==> src/rtl/multicycle_alu_arbiter.sv <==
// multicycle_alu_arbiter: round-robin sharing of one start/done multi-cycle ALU among NUM_REQ requesters
module multicycle_alu_arbiter #(
   parameter int NUM_REQ = 2,
   parameter int IDW     = 1,
   parameter int TIMEOUT = 1024
) (
   input  logic                  clk,
   input  logic                  reset,
   input  logic [NUM_REQ-1:0]    req_valid,
   input  logic [32*NUM_REQ-1:0] req_a,
   input  logic [32*NUM_REQ-1:0] req_b,
   input  logic [4*NUM_REQ-1:0]  req_opcode,
   output logic [NUM_REQ-1:0]    resp_done,
   output logic [31:0]           resp_y,
   output logic                  resp_err,
   output logic                  busy,
   output logic [IDW-1:0]        owner,
   output logic                  alu_start,
   output logic [31:0]           alu_a,
   output logic [31:0]           alu_b,
   output logic [3:0]            alu_opcode,
   input  logic                  alu_done,
   input  logic [31:0]           alu_y
);
   typedef enum logic [1:0] {IDLE, ISSUE, WAIT, RESP} state_t;
   state_t state_q, state_d;
   logic [IDW-1:0] rr_q, rr_d, owner_q, owner_d, sel;
   logic [15:0] cnt_q, cnt_d;
   logic [NUM_REQ-1:0] done_q, done_d;
   logic [31:0] y_q, y_d, a_q, a_d, b_q, b_d;
   logic [3:0] op_q, op_d;
   logic err_q, err_d, busy_q, busy_d, start_q, start_d, found;
   // Search downward so the requester closest to rr wins.
   always_comb begin
      found = 1'b0;
      sel = '0;
      for (int k = NUM_REQ - 1; k >= 0; k--) begin
         if (req_valid[(int'(rr_q) + k) % NUM_REQ]) begin
            found = 1'b1;
            sel = IDW'((int'(rr_q) + k) % NUM_REQ);
         end
      end
   end
   always_comb begin
      state_d = state_q;
      rr_d    = rr_q;
      owner_d = owner_q;
      cnt_d   = cnt_q;
      done_d  = '0;
      y_d     = y_q;
      err_d   = 1'b0;
      a_d     = a_q;
      b_d     = b_q;
      op_d    = op_q;
      start_d = 1'b0;
      case (state_q)
         IDLE: if (found) begin
            owner_d = sel;
            a_d  = req_a[32*sel +: 32];
            b_d  = req_b[32*sel +: 32];
            op_d = req_opcode[4*sel +: 4];
            if (req_opcode[4*sel+3]) begin
               state_d = RESP;
               y_d     = '0;
               err_d   = 1'b1;
               done_d  = NUM_REQ'(1) << sel;
            end else begin
               state_d = ISSUE;
               start_d = 1'b1;
            end
         end
         ISSUE: begin
            cnt_d   = '0;
            state_d = WAIT;
         end
         WAIT: begin
            cnt_d = cnt_q + 16'd1;
            if (alu_done) begin
               y_d     = alu_y;
               done_d  = NUM_REQ'(1) << owner_q;
               state_d = RESP;
            end else if (TIMEOUT != 0 && cnt_q == 16'(TIMEOUT - 1)) begin
               y_d     = '0;
               err_d   = 1'b1;
               done_d  = NUM_REQ'(1) << owner_q;
               state_d = RESP;
            end
         end
         default: begin
            rr_d    = IDW'((int'(owner_q) + 1) % NUM_REQ);
            state_d = IDLE;
         end
      endcase
      busy_d = state_d != IDLE;
   end
   always_ff @(posedge clk) begin
      if (!reset) begin
         state_q <= IDLE;
         rr_q    <= '0;
         owner_q <= '0;
         cnt_q   <= '0;
         done_q  <= '0;
         y_q     <= '0;
         err_q   <= 1'b0;
         a_q     <= '0;
         b_q     <= '0;
         op_q    <= '0;
         start_q <= 1'b0;
         busy_q  <= 1'b0;
      end else begin
         state_q <= state_d;
         rr_q    <= rr_d;
         owner_q <= owner_d;
         cnt_q   <= cnt_d;
         done_q  <= done_d;
         y_q     <= y_d;
         err_q   <= err_d;
         a_q     <= a_d;
         b_q     <= b_d;
         op_q    <= op_d;
         start_q <= start_d;
         busy_q  <= busy_d;
      end
   end
   assign resp_done  = done_q;
   assign resp_y     = y_q;
   assign resp_err   = err_q;
   assign busy       = busy_q;
   assign owner      = owner_q;
   assign alu_start  = start_q;
   assign alu_a      = a_q;
   assign alu_b      = b_q;
   assign alu_opcode = op_q;
endmodule

==> config.mk <==
export PLATFORM = sky130hd
export DESIGN_NAME = multicycle_alu_arbiter
export DESIGN_NICKNAME = d
export VERILOG_FILES = /design/src/rtl/multicycle_alu_arbiter.sv
export SDC_FILE = /design/constraint.sdc
export NUM_CORES = 1
export LEC_CHECK = 0
export CAP_MARGIN = 20
export CORE_ASPECT_RATIO = 0.7
export CORE_MARGIN = 3
export CORE_UTILIZATION = 32
export CTS_CLUSTER_DIAMETER = 80
export DETAILED_ROUTE_END_ITERATION = 16
export PLACE_DENSITY = 0.69
export SLEW_MARGIN = 10
export SYNTH_ARGS = -nofsm -noshare
export SYNTH_HDL_FRONTEND = slang
export SYNTH_SLANG_ARGS = --single-unit
export TNS_END_PERCENT = 100
==> constraint.sdc <==
create_clock -name clk -period 3.9 [get_ports clk]
set_input_delay 0.585 -clock clk [delete_from_list [all_inputs] [get_ports clk]]
set_output_delay 0.585 -clock clk [all_outputs]
set_load 0.1 [all_outputs]
==> run summary <==
Status: finished, final reports clean
H-tree levels: 4
Crit path max-delay cell type: clkdlybuf4s50_1
Seq cells post-synth: 125
Post-layout min period: 2.61 ns
First-pass GRT wire length: 30600 um
Synth-to-layout area growth: 61.7%
Sequential share of the synthesized area: 44.3%
Syn nets: 896
Syn_area_per_cell: 7.87 um^2
Synth warn: 0
Unrepaired setup endpoints after global routing: false
Placeable Area: 16800 um^2
Final WS setup: 1.29 ns
Final Wtd Congestion: 0.791
Post-CTS setup buffer count: 0
Synth Cell Area: 5650 um^2
Leakage power: 3.27 nW
Worst Tran Pin Value: 1.04 ns
Initial antenna violation count: 0
DR iter-0 viols: 488
Nets: 1139
Ratio of cells with drive above 1 in the final layout: 5.75%
Setup Skew: 0.00973 ns
# resized after CTS: 0
Part of the cycle the worst path needs: 67.0%
Via count: 6198
GRT overflow: 0
Largest fanout on the critical path: 5
Largest net degree at the start of global routing: 85
Drt wl/cell: 16.3 um
PnR Total Power: 0.00743 W
R2r startpoint: state_q[0]
Critical path depth: 1
N_diodes: 0
Post-Synthesis Cells: 718
Die width: 165 um
Placement Rows: 39
Final Max Slew Viols: 0
F_max: 383 MHz
Clk sinks: 125
Type of origin of the critical path: flip-flop
Critical path required time: 3.31 ns
Setup_tns: 0 ns
HP Start: alu_opcode[3]
CTS Root Cell: clkbuf_16
Final wirelength: 19500 um
Vias per cell: 5.17
R2r setup slk: 1.49 ns
CP Data Arrival Time: 2.03 ns
1st-pass router iterations: 4
Y dimension of the die: 117 um
Crit path kind: flip-flop to primary output
Vias in the first global route: 5807
Crit path buf inv count: 1
Starting Density: 33.7%
DP Wirelength: 13500 um
Endpoints failing setup: 0
Cts bufs inserted: 17
ANT nets after route: 0
Rel. slew slack: 30.8%
Total track usage: 19.8%
Number of cells on the worst hold path: 2
Maxcap violations: 0
Hold Fails Final Rpt: 0
Worst-path clk slew: 0.05 ns
CP top delay family: buffers and inverters
Max incr delay on CP: 1.20 ns
Number of fillers in the final layout: 1605
PwrDens: 814 nW/um^2
HP Class: flip-flop to flip-flop
IO Pins: 279
Setup WS pre-CTS: 1.11 ns
IO Port Bufs: 278
VDD IR-drop max: 0.636 mV
Die area: 19300 um^2
WHS Endpoint: alu_opcode[3]
RR Endpoint: alu_opcode[2]
Worst r2r path cells: 6
Clk_lat worst skew: 0.41 ns
Number of hold buffers added after cts: 0
Critical path cell sequence: clkdlybuf4s50_1
Maximum clock path buffer count: 2
CP endpoint kind: primary output
CTS tree: yes
DRC: 0
Yosys cell types: 43
Worst hold slack: 0.464 ns
==> layer usage <==
layer	vias up	track usage [%]	share of wire [%]
li1	3079	-	-
met1	2855	26.0	45
met2	243	30.2	44
met3	21	8.02	9.7
met4	0	5.53	1.4
met5	-	0	0
==> where the power goes <==
| part | total [W] | internal [W] | switching (W) |
|---|---|---|---|
| Combinational | 0.00411 | 0.000977 | 0.00313 |
| Clock | 0.00152 | 0.000935 | 0.000585 |
| Sequential | 0.00180 | 0.00161 | 0.000194 |
==> cells in the mapped netlist, drive strengths merged <==
master	count	area share, %
nand2	147	9.8
dfxtp	125	44
nor2	87	5.8
nand3	70	6.3
a311oi	67	10
clkbuf	46	3.1
nand4	41	4.5
o211ai	34	4.5
buf	23	1.7
inv	11	0.73
o21ai	7	0.62
nor3	6	0.53
a21oi	5	0.44
ha	5	1.1
xnor2	5	0.78
xor2	5	0.78
and2	3	0.33
nand2b	3	0.33
nor2b	3	0.33
or4	3	0.47
a22oi	2	0.27
and3	2	0.24
and4	2	0.33
mux2i	2	0.35
nor4	2	0.22
or3	2	0.22
a21boi	1	0.13
a221o	1	0.18
a31oi	1	0.11
a32o	1	0.18
mux2	1	0.20
nor4bb	1	0.18
o21a	1	0.13
o22ai	1	0.11
o2bb2ai	1	0.16
o32ai	1	0.16
==> area by class of cell <==
cell class,count,area [um^2],area share (%)
clock inverter,12,123,1.34
clock buffer,20,437,4.78
tap,225,282,3.08
multi-input combinational,513,2850,31.2
sequential,125,2500,27.4
inverter,11,41.3,0.452
timing repair buffer,293,2900,31.7
==> registers in the layout, indices dropped and copies added, names as in the netlist, 2 cells and up <==
signal      count
state_q         2
alu_b          32
cnt_q          16
resp_done       2
resp_y         32
alu_opcode      4
alu_a          32
==> kinds of logic after synthesis <==
logic type      share of synthesized area, %
fa+ha+maj                               1.11
mux                                    0.554
buf+inv                                 5.54
simple gates                            29.6
flops                                   44.3
xor+xnor                                1.55
compound gates                          17.4
==> worst max-delay path by stage <==
stage | startpoint | endpoint | slack (ns)
floorplan | state_q[0] | cnt_q[15] | 2.03
global placement | req_valid[1] | alu_a[29] | 1.14
global route | owner | owner | 1.24
detailed placement | req_valid[1] | alu_opcode[2] | 1.11
CTS | owner | owner | 1.26
finish | owner | owner | 1.29
==> per-stage QoR <==
stage	util, %	std cells	instance area (um^2)
after floorplan	-	718	5650
after global placement	51.0	1166	8560
after detailed placement	51.0	1166	8560
after CTS	54.3	1198	9120
after global routing	54.4	1199	9130
final	54.4	1199	9130
==> placed cells by master, fill, tap and decap left out, drive strengths merged, types with 6 or more instances in the layout <==
cell | Yosys | routed
nand4 | 41 | 41
nor2 | 87 | 87
nand2 | 147 | 147
inv | 11 | 11
clkbuf | 46 | 20
clkdlybuf4s50 | 0 | 277
a311oi | 67 | 67
buf | 23 | 16
o21ai | 7 | 7
clkinv | 0 | 8
o211ai | 34 | 34
nand3 | 70 | 70
nor3 | 6 | 6
dfxtp | 125 | 125
(Power assumes the default switching activity.)
